**src/rtl/branch_hazard_ctrl.sv**
```systemverilog
// ---------------------------------------------------------------------------
// branch_hazard_ctrl
//
// Purpose:
//   Drives the ID-stage branch comparator operand muxes.
//   A three-entry scoreboard (EX, MEM, WB) records the destination register
//   of each older in-flight instruction, and whether that instruction is a load.
//   From the scoreboard, the block picks a forwarding source for each branch
//   operand.
//   It stalls ID while a branch operand is still being produced by a load in
//   EX or MEM.
//   It also counts those hazard stall cycles for performance monitoring.
//
// Ports:
//   clk           system clock, rising edge
//   rst_n         asynchronous active-low reset
//   id_valid      ID stage holds a real instruction
//   id_is_branch  ID instruction is a branch (compares rs1/rs2 in ID)
//   id_rs1/rs2    branch source register addresses
//   id_wr_en      ID instruction writes a register
//   id_rd         ID instruction destination register
//   id_is_load    ID instruction is a memory load
//   ext_stall     global pipeline freeze; all scoreboard slots hold
//   cnt_clr       synchronous clear of stall_cnt
//   forward_c     [1:0] rs1 select, [3:2] rs2 select
//                 (00 rd, 01 alu, 10 exmem_alu, 11 wb_data)
//   stall_id      hold PC and IF/ID, bubble into EX
//   stall_cnt     saturating count of hazard stall cycles
// ---------------------------------------------------------------------------
module branch_hazard_ctrl #(
  parameter int RA_W     = 4,
  parameter bit ZERO_FWD = 1'b0,
  parameter int CNT_W    = 16
) (
  input  logic             clk,
  input  logic             rst_n,
  input  logic             id_valid,
  input  logic             id_is_branch,
  input  logic [RA_W-1:0]  id_rs1,
  input  logic [RA_W-1:0]  id_rs2,
  input  logic             id_wr_en,
  input  logic [RA_W-1:0]  id_rd,
  input  logic             id_is_load,
  input  logic             ext_stall,
  input  logic             cnt_clr,
  output logic [3:0]       forward_c,
  output logic             stall_id,
  output logic [CNT_W-1:0] stall_cnt
);

  // Scoreboard slots.
  // WB data is forwardable whether or not it came from a load,
  // so the WB slot carries no load flag.
  logic            ex_vld, mem_vld, wb_vld;
  logic [RA_W-1:0] ex_rd, mem_rd, wb_rd;
  logic            ex_ld, mem_ld;

  logic            haz;
  logic [2:0]      sel_rs1, sel_rs2;

  // Returns {hazard, select[1:0]} for one source register.
  // The slots are searched from youngest to oldest, so the most recent
  // producer wins.
  // A load still in EX or MEM has no data yet: the select stays 00 and a
  // hazard is raised instead.
  function automatic logic [2:0] pick_src(
    input logic [RA_W-1:0] src,
    input logic            exv,
    input logic [RA_W-1:0] exr,
    input logic            exl,
    input logic            memv,
    input logic [RA_W-1:0] memr,
    input logic            meml,
    input logic            wbv,
    input logic [RA_W-1:0] wbr
  );
    logic ok;
    ok       = ZERO_FWD || (src != '0);
    pick_src = 3'b000;
    if (ok && exv && (exr == src)) begin
      pick_src = exl ? 3'b100 : 3'b001;
    end else if (ok && memv && (memr == src)) begin
      pick_src = meml ? 3'b100 : 3'b010;
    end else if (ok && wbv && (wbr == src)) begin
      pick_src = 3'b011;
    end
  endfunction

  // Operand selection and hazard detection.
  // Both outputs are forced quiet unless ID holds a valid branch.
  always_comb begin
    sel_rs1   = pick_src(id_rs1, ex_vld, ex_rd, ex_ld, mem_vld, mem_rd, mem_ld,
                         wb_vld, wb_rd);
    sel_rs2   = pick_src(id_rs2, ex_vld, ex_rd, ex_ld, mem_vld, mem_rd, mem_ld,
                         wb_vld, wb_rd);
    forward_c = 4'b0000;
    haz       = 1'b0;
    if (id_valid && id_is_branch) begin
      forward_c = {sel_rs2[1:0], sel_rs1[1:0]};
      haz       = sel_rs1[2] | sel_rs2[2];
    end
  end

  assign stall_id = haz | ext_stall;

  // Scoreboard advance.
  // A global freeze holds every slot.
  // A hazard stall injects a bubble into EX while older entries keep draining.
  always_ff @(posedge clk or negedge rst_n) begin
    if (!rst_n) begin
      ex_vld  <= 1'b0;
      ex_rd   <= '0;
      ex_ld   <= 1'b0;
      mem_vld <= 1'b0;
      mem_rd  <= '0;
      mem_ld  <= 1'b0;
      wb_vld  <= 1'b0;
      wb_rd   <= '0;
    end else if (!ext_stall) begin
      wb_vld  <= mem_vld;
      wb_rd   <= mem_rd;
      mem_vld <= ex_vld;
      mem_rd  <= ex_rd;
      mem_ld  <= ex_ld;
      if (haz) begin
        ex_vld <= 1'b0;
        ex_rd  <= '0;
        ex_ld  <= 1'b0;
      end else begin
        ex_vld <= id_valid & id_wr_en;
        ex_rd  <= id_rd;
        ex_ld  <= id_is_load;
      end
    end
  end

  // Hazard stall counter.
  // Clear wins over increment.
  // Cycles stalled only by the global freeze are not hazard stalls and are
  // not counted.
  always_ff @(posedge clk or negedge rst_n) begin
    if (!rst_n) begin
      stall_cnt <= '0;
    end else if (cnt_clr) begin
      stall_cnt <= '0;
    end else if (haz && !ext_stall && (stall_cnt != {CNT_W{1'b1}})) begin
      stall_cnt <= stall_cnt + CNT_W'(1);
    end
  end

endmodule
```
**config.mk**
```make
export PLATFORM = sky130hd
export DESIGN_NAME = branch_hazard_ctrl
export DESIGN_NICKNAME = d
export VERILOG_FILES = /design/src/rtl/branch_hazard_ctrl.sv
export SDC_FILE = /design/constraint.sdc
export NUM_CORES = 1
export LEC_CHECK = 0
export ABC_AREA = 1
export BUFFER_PORTS_ARGS = -buffer_cell sky130_fd_sc_hd__buf_2
export CAP_MARGIN = 10
export CELL_PAD_IN_SITES_DETAIL_PLACEMENT = 1
export CELL_PAD_IN_SITES_GLOBAL_PLACEMENT = 1
export CORE_MARGIN = 10
export CORE_UTILIZATION = 39
export CTS_CLUSTER_DIAMETER = 120
export DETAILED_ROUTE_END_ITERATION = 8
export HOLD_SLACK_MARGIN = 0.12
export PLACE_DENSITY = 0.91
export SLEW_MARGIN = 20
export SYNTH_ARGS = -nofsm -noshare
export SYNTH_HDL_FRONTEND = slang
export SYNTH_SLANG_ARGS = --single-unit
```
**constraint.sdc**
```tcl
create_clock -name clk -period 2.1 [get_ports clk]
set_clock_uncertainty 0.2 [all_clocks]
set_input_delay 0.315 -clock clk [delete_from_list [all_inputs] [get_ports clk]]
set_output_delay 0.315 -clock clk [all_outputs]
set_load 0.005 [all_outputs]
```
Yosys cells after proc, flatten, opt, wreduce, memory -nomap -nowiden
Index checks and enable logic that the tools add are counted.
Widths: inputs -> output; s select.
{"block": "op_classes", "n_reduce_logical": 19, "addsub": 1, "eq_ne": 7, "muxes": 15, "bitwise_logic": 3}
{"cell": "$mux 16", "n": 2}
{"cell": "$eq 4x4->1", "n": 6}
{"cell": "$mux 3", "n": 6}
{"cell": "$add 16x1->16 const B", "n": 1}
{"cell": "$ne 16x16->1 const B", "n": 1}
{"cell": "$logic_and 1x1->1", "n": 15}
{"cell": "$mux 4", "n": 2}
{"cell": "$reduce_bool 4->1", "n": 2}
{"cell": "$mux 2", "n": 2}
{"cell": "$mux 1", "n": 3}
{"cell": "$or 1x1->1", "n": 2}
{"cell": "$reduce_bool 2->1", "n": 1}
{"cell": "$and 1x1->1", "n": 1}
{"cell": "$logic_not 1->1", "n": 1}
{"block": "totals", "word_cells": 54, "inputBits": 20, "register_bits": 33, "output_inout_bits": 21}

Logic depth before layout (Yosys ltp)
{"block": "depth", "depth_word": 12, "mapped_depth": 14, "mapped_depth_nobuf": 13}

Worst setup path before layout
OpenSTA, ideal clock, no wires.
{"block": "synth_timing", "kind": "reg-to-reg", "from": "register stall_cnt[0]", "to": "register stall_cnt[10]", "t_required_ns": 1.783, "path_stages_with_launch": 12, "t_arrival_ns": 1.599, "setup_slack_ns": 0.184, "n_path_buf": 1, "path_cell_list": "dfrtp_1 > ha_1 > nand4_1 > nor2_2 > nand3_1 > nor2_1 > a21oi_1 > nand3_4 > nand2_4 > buf_12 > nand2_2 > nand2_1"}
{"block": "synth_between", "elab_chain_cells": 3, "word_cells_on_any_way": 6}
{"element": "start, declared", "line_no": "48", "rtl": "output logic [CNT_W-1:0] stall_cnt"}
{"element": "start signal, assigned", "line_no": "147", "rtl": "stall_cnt <= stall_cnt + CNT_W'(1);"}
{"element": "$add 16x1->16 / $ne 16x16->1 (equally long branches)", "line_no": "147, 146"}
{"element": "$mux 16 / $logic_and 1x1->1 (equally long branches)", "line_no": "146", "rtl": "end else if (haz && !ext_stall && (stall_cnt != {CNT_W{1'b1}})) begin"}
{"element": "$mux 16 / $reduce_bool 2->1 (equally long branches)"}
Parallel ways exist; a longest one is shown, timed or not. The select of a mux whose other input is x is not followed.
A chain may end at the register's enable or synchronous reset.

Worst setup path after layout
{"block": "layout_timing", "from": "register wb_rd[1]", "to": "output forward_c[2]"}
{"block": "layout_between", "elab_chain_cells": 6}
{"element": "start, declared", "line_no": "55", "rtl": "logic [RA_W-1:0] ex_rd, mem_rd, wb_rd;"}
{"element": "start signal, assigned", "line_no": "121", "rtl": "wb_rd <= mem_rd;"}
{"element": "$eq 4x4->1", "line_no": "84", "rtl": "end else if (ok && wbv && (wbr == src)) begin"}
{"element": "$logic_and 1x1->1", "line_no": "84"}
{"element": "$mux 2", "line_no": "84"}
{"element": "$mux 3", "line_no": "82", "rtl": "end else if (ok && memv && (memr == src)) begin"}
{"element": "$mux 3", "line_no": "80", "rtl": "if (ok && exv && (exr == src)) begin"}
{"element": "$mux 4", "line_no": "98", "rtl": "if (id_valid && id_is_branch) begin"}
{"element": "end, declared", "line_no": "46", "rtl": "output logic [3:0] forward_c,"}
Every way passes these cells.

==> qor.yml <==
synthesis:
  synth.avg_cell_area_um2: 6.721
  async_flop_share_pct: 100.0
  ys.flop_type: "dfrtp_1"
  syn-num-nets: 352
  ys_ff_latch: 33
  seq_area_frac_synth_pct: 37.12
  synth.distinct_cells: 29
  synth-edff-count: 0
  ys_warn_count: 0
  synth_cells: 331
  syn_area_um2: 2225
sta:
  slew_violations: 0
  worst_slew_margin_rel_pct: 47.24
  timing.fmax_mhz: 410.0
  layout_setup_ws_ns: -0.3388
  holdWs_ns: 0.2626
  period_needed_ns: 2.439
  setup_viol: 21
  rsz0062_at_grt: "true"
  hold_violations: 0
  worstMarginPinSlew_ns: 0.7914
  fin_crit_sh_pct: 116.1
  fin_tns_setup_ns: -1.900
floorplan:
  rows: 27
  die_width_um: 95.53
  initial_core_util_pct: 40.40
  die_area_um2: 9125
  die_h_um: 95.53
  core_area_um2: 5507
  ios: 41
pwr:
  ir_worst_vdd_uv: 222.1
  clkPwrFrac_pct: 31.1
  p_int_mw: 1.039
  seqPwrFrac_pct: 46.6
  p_switching_mw: 0.5284
  sw_frac_of_total_pct: 33.72
  power_leakage_nw: 1.454
  power_density_nw_per_um2: 533.6
  combPwrFrac_pct: 22.4
drt:
  first_pass_iters: 4
  num_vias: 2480
  wl_per_cell_um: 17.71
  drt-total-wl_um: 8377
  remaining_drc_errors: 0
  vias_per_cell: 5.243
  ant_nets: 0
  drtIter0Drc: 76
run_status:
  status: "finished, violations left"
  violations: "setup timing"
critical_path:
  required_ns: 1.58
  endpoint_kind: "primary output"
  rr_endpoint: "stall_cnt[8]"
  cp.arrival_ns: 1.92
  rrSetupSlack_ns: -0.07
  worst-r2r-cell-count: 14
  worst-setup-path-type: "flip-flop to primary output"
  start_kind: "flip-flop"
  r2r-start: "mem_rd[1]"
  crit_fanout: 4
place:
  dpl_worst_slack_ns: -0.005799
  gp_congestion: 0.8614
  dpl.hpwl_um: 5400
  io_buffer_count: 40
worst_hold_path:
  min_path_cells: 3
  hold_start: "ext_stall"
  min_to: "mem_rd[0]"
  hold_path.class: "input port to flip-flop"
clock_tree:
  cts.path.max_buffers: 2
  clkSinkCount: 33
  cts_root_buffer: "clkbuf_8"
  clkTransAtPathRegs_ns: 0.08
  cts_buffers: 5
  htreeDepth: 2
  clk_latency_ns: 0.30
  cts_tree: "built"
layout:
  nFillCells: 747
  register_area_um2: 825.8
  antenna_cells: 0
  layout.nets: 421
  syn2layout_area_growth_pct: 32.00
  multiInputGateArea_um2: 1325
  drive_gt1_share_pct: 33.92
global_route:
  antenna_found_initial: 0
  grt_usage_pct: 16.84
  grt_pass1_wl_um: 12250
  grt_pass1_vias: 2541
  grt.overflow.total: 0
  grt_max_degree: 34
flow_run:
  drv_cap: 0
## what timing repair did
action / in CTS / in global routing
pin swaps: 6 / 24
resized for setup: 16 / 41
endpoints found under the setup margin: 6 / 23
endpoints found under the hold margin: 39 / 0
setup buffers: 4 / 9
hold buffers: 8 / 0
gates cloned: 0 / 1
## power by group through the flow
stage | sequential [mW] | clock [mW] | combinational, mW
2_1_floorplan | 0.723 | 0 | 0.173
3_3_place_gp | 0.732 | 0 | 0.264
3_5_place_dp | 0.734 | 0 | 0.274
4_1_cts | 0.725 | 0.496 | 0.301
5_1_grt | 0.736 | 0.535 | 0.394
6_report | 0.730 | 0.487 | 0.350
## cells in the mapped netlist (all sizes together) (3+ instances only)
| cell | n | area (µm²) |
|---|---|---|
| dfrtp | 33 | 825.8 |
| nand2 | 113 | 461.7 |
| nand3 | 34 | 197.7 |
| nor2 | 47 | 198.9 |
| inv | 37 | 138.9 |
| buf | 3 | 30.03 |
| clkbuf | 5 | 18.77 |
| xnor2 | 3 | 26.28 |
| xor2 | 4 | 35.03 |
| nor3 | 6 | 30.03 |
| o21ai | 25 | 125.1 |
| nor3b | 3 | 22.52 |
| a21oi | 6 | 30.03 |
## cell families (layout without fill, tap and decap cells)
kind of cell               Yosys count  count (layout)  synth area share [%]
AOI/OAI and AO/OA                   39              39                 9.448
xor gates and xnor gates             7               7                 2.756
adders and majority gates            1               1                0.5623
buffers and inverters               46             116                 8.605
DFF                                 33              33                 37.12
and+or+nand+nor                    205             205                 41.51
## routing by layer
layer  global-route usage [%]  vias to the layer above  wire length, µm  part of all wire (%)
li1                         -                     1185                -                     -
met1                    18.47                     1191             3397                    41
met2                    30.93                       77             4229                    50
met3                    3.771                       27              383                   4.6
met4                    6.020                        0              367                   4.4
met5                        0                        -                0                     0
## stage by stage
stage | util (%) | cell area [µm²] | cells | power (mW)
4_1_cts | 49.81 | 2743 | 463 | 1.522
5_1_grt | 53.33 | 2937 | 473 | 1.665
2_1_floorplan | - | 2225 | 331 | 0.8957
3_3_place_gp | 45.88 | 2526 | 443 | 0.9954
6_report | 53.33 | 2937 | 473 | 1.567
3_5_place_dp | 45.88 | 2526 | 443 | 1.009
## placed cells by master, fill, tap and decap left out, types with 17 or more instances in the layout
cell	count
buf_2	39
nand2_1	93
nor2_1	33
nand3_1	27
inv_1	17
nand2_2	19
buf_4	17
inv_2	20
o21ai_0	18
dfrtp_1	33
## critical path, stage by stage, from the launching register on
cell and delay (ns):
dfrtp_1 0.43, inv_2 0.07, nor2_1 0.04, a211oi_1 0.22, nand4_1 0.30, o21ai_2 0.21, nor3b_2 0.21, buf_2 0.15
## sequential cells by signal, indices dropped and copies added, names as in the netlist
register and cells:
mem_ld 1, wb_vld 1, mem_rd 4, ex_vld 1
ex_rd 4, wb_rd 4, mem_vld 1, ex_ld 1
stall_cnt 16
## how the worst max path moves through the flow
stage / to / depth (start not counted) / startpoint
2_1_floorplan: stall_cnt[10] / 11 / stall_cnt[0]
3_3_place_gp: forward_c[2] / 8 / id_rs2[1]
3_5_place_dp: stall_cnt[5] / 10 / stall_cnt[1]
4_1_cts: stall_id / 12 / ex_rd[3]
5_1_grt: forward_c[2] / 7 / wb_rd[1]
6_report: forward_c[2] / 7 / wb_rd[1]
## layout make-up
cell class                 count  area share [%]
tap                           72           3.068
multi-input combinational    252           45.12
timing repair buffer          70           16.02
clock inverter                 2          0.3409
clock buffer                   6           2.471
sequential                    33           28.12
inverter                      38           4.857
Note: power is estimated with default switching activity, not from simulation.
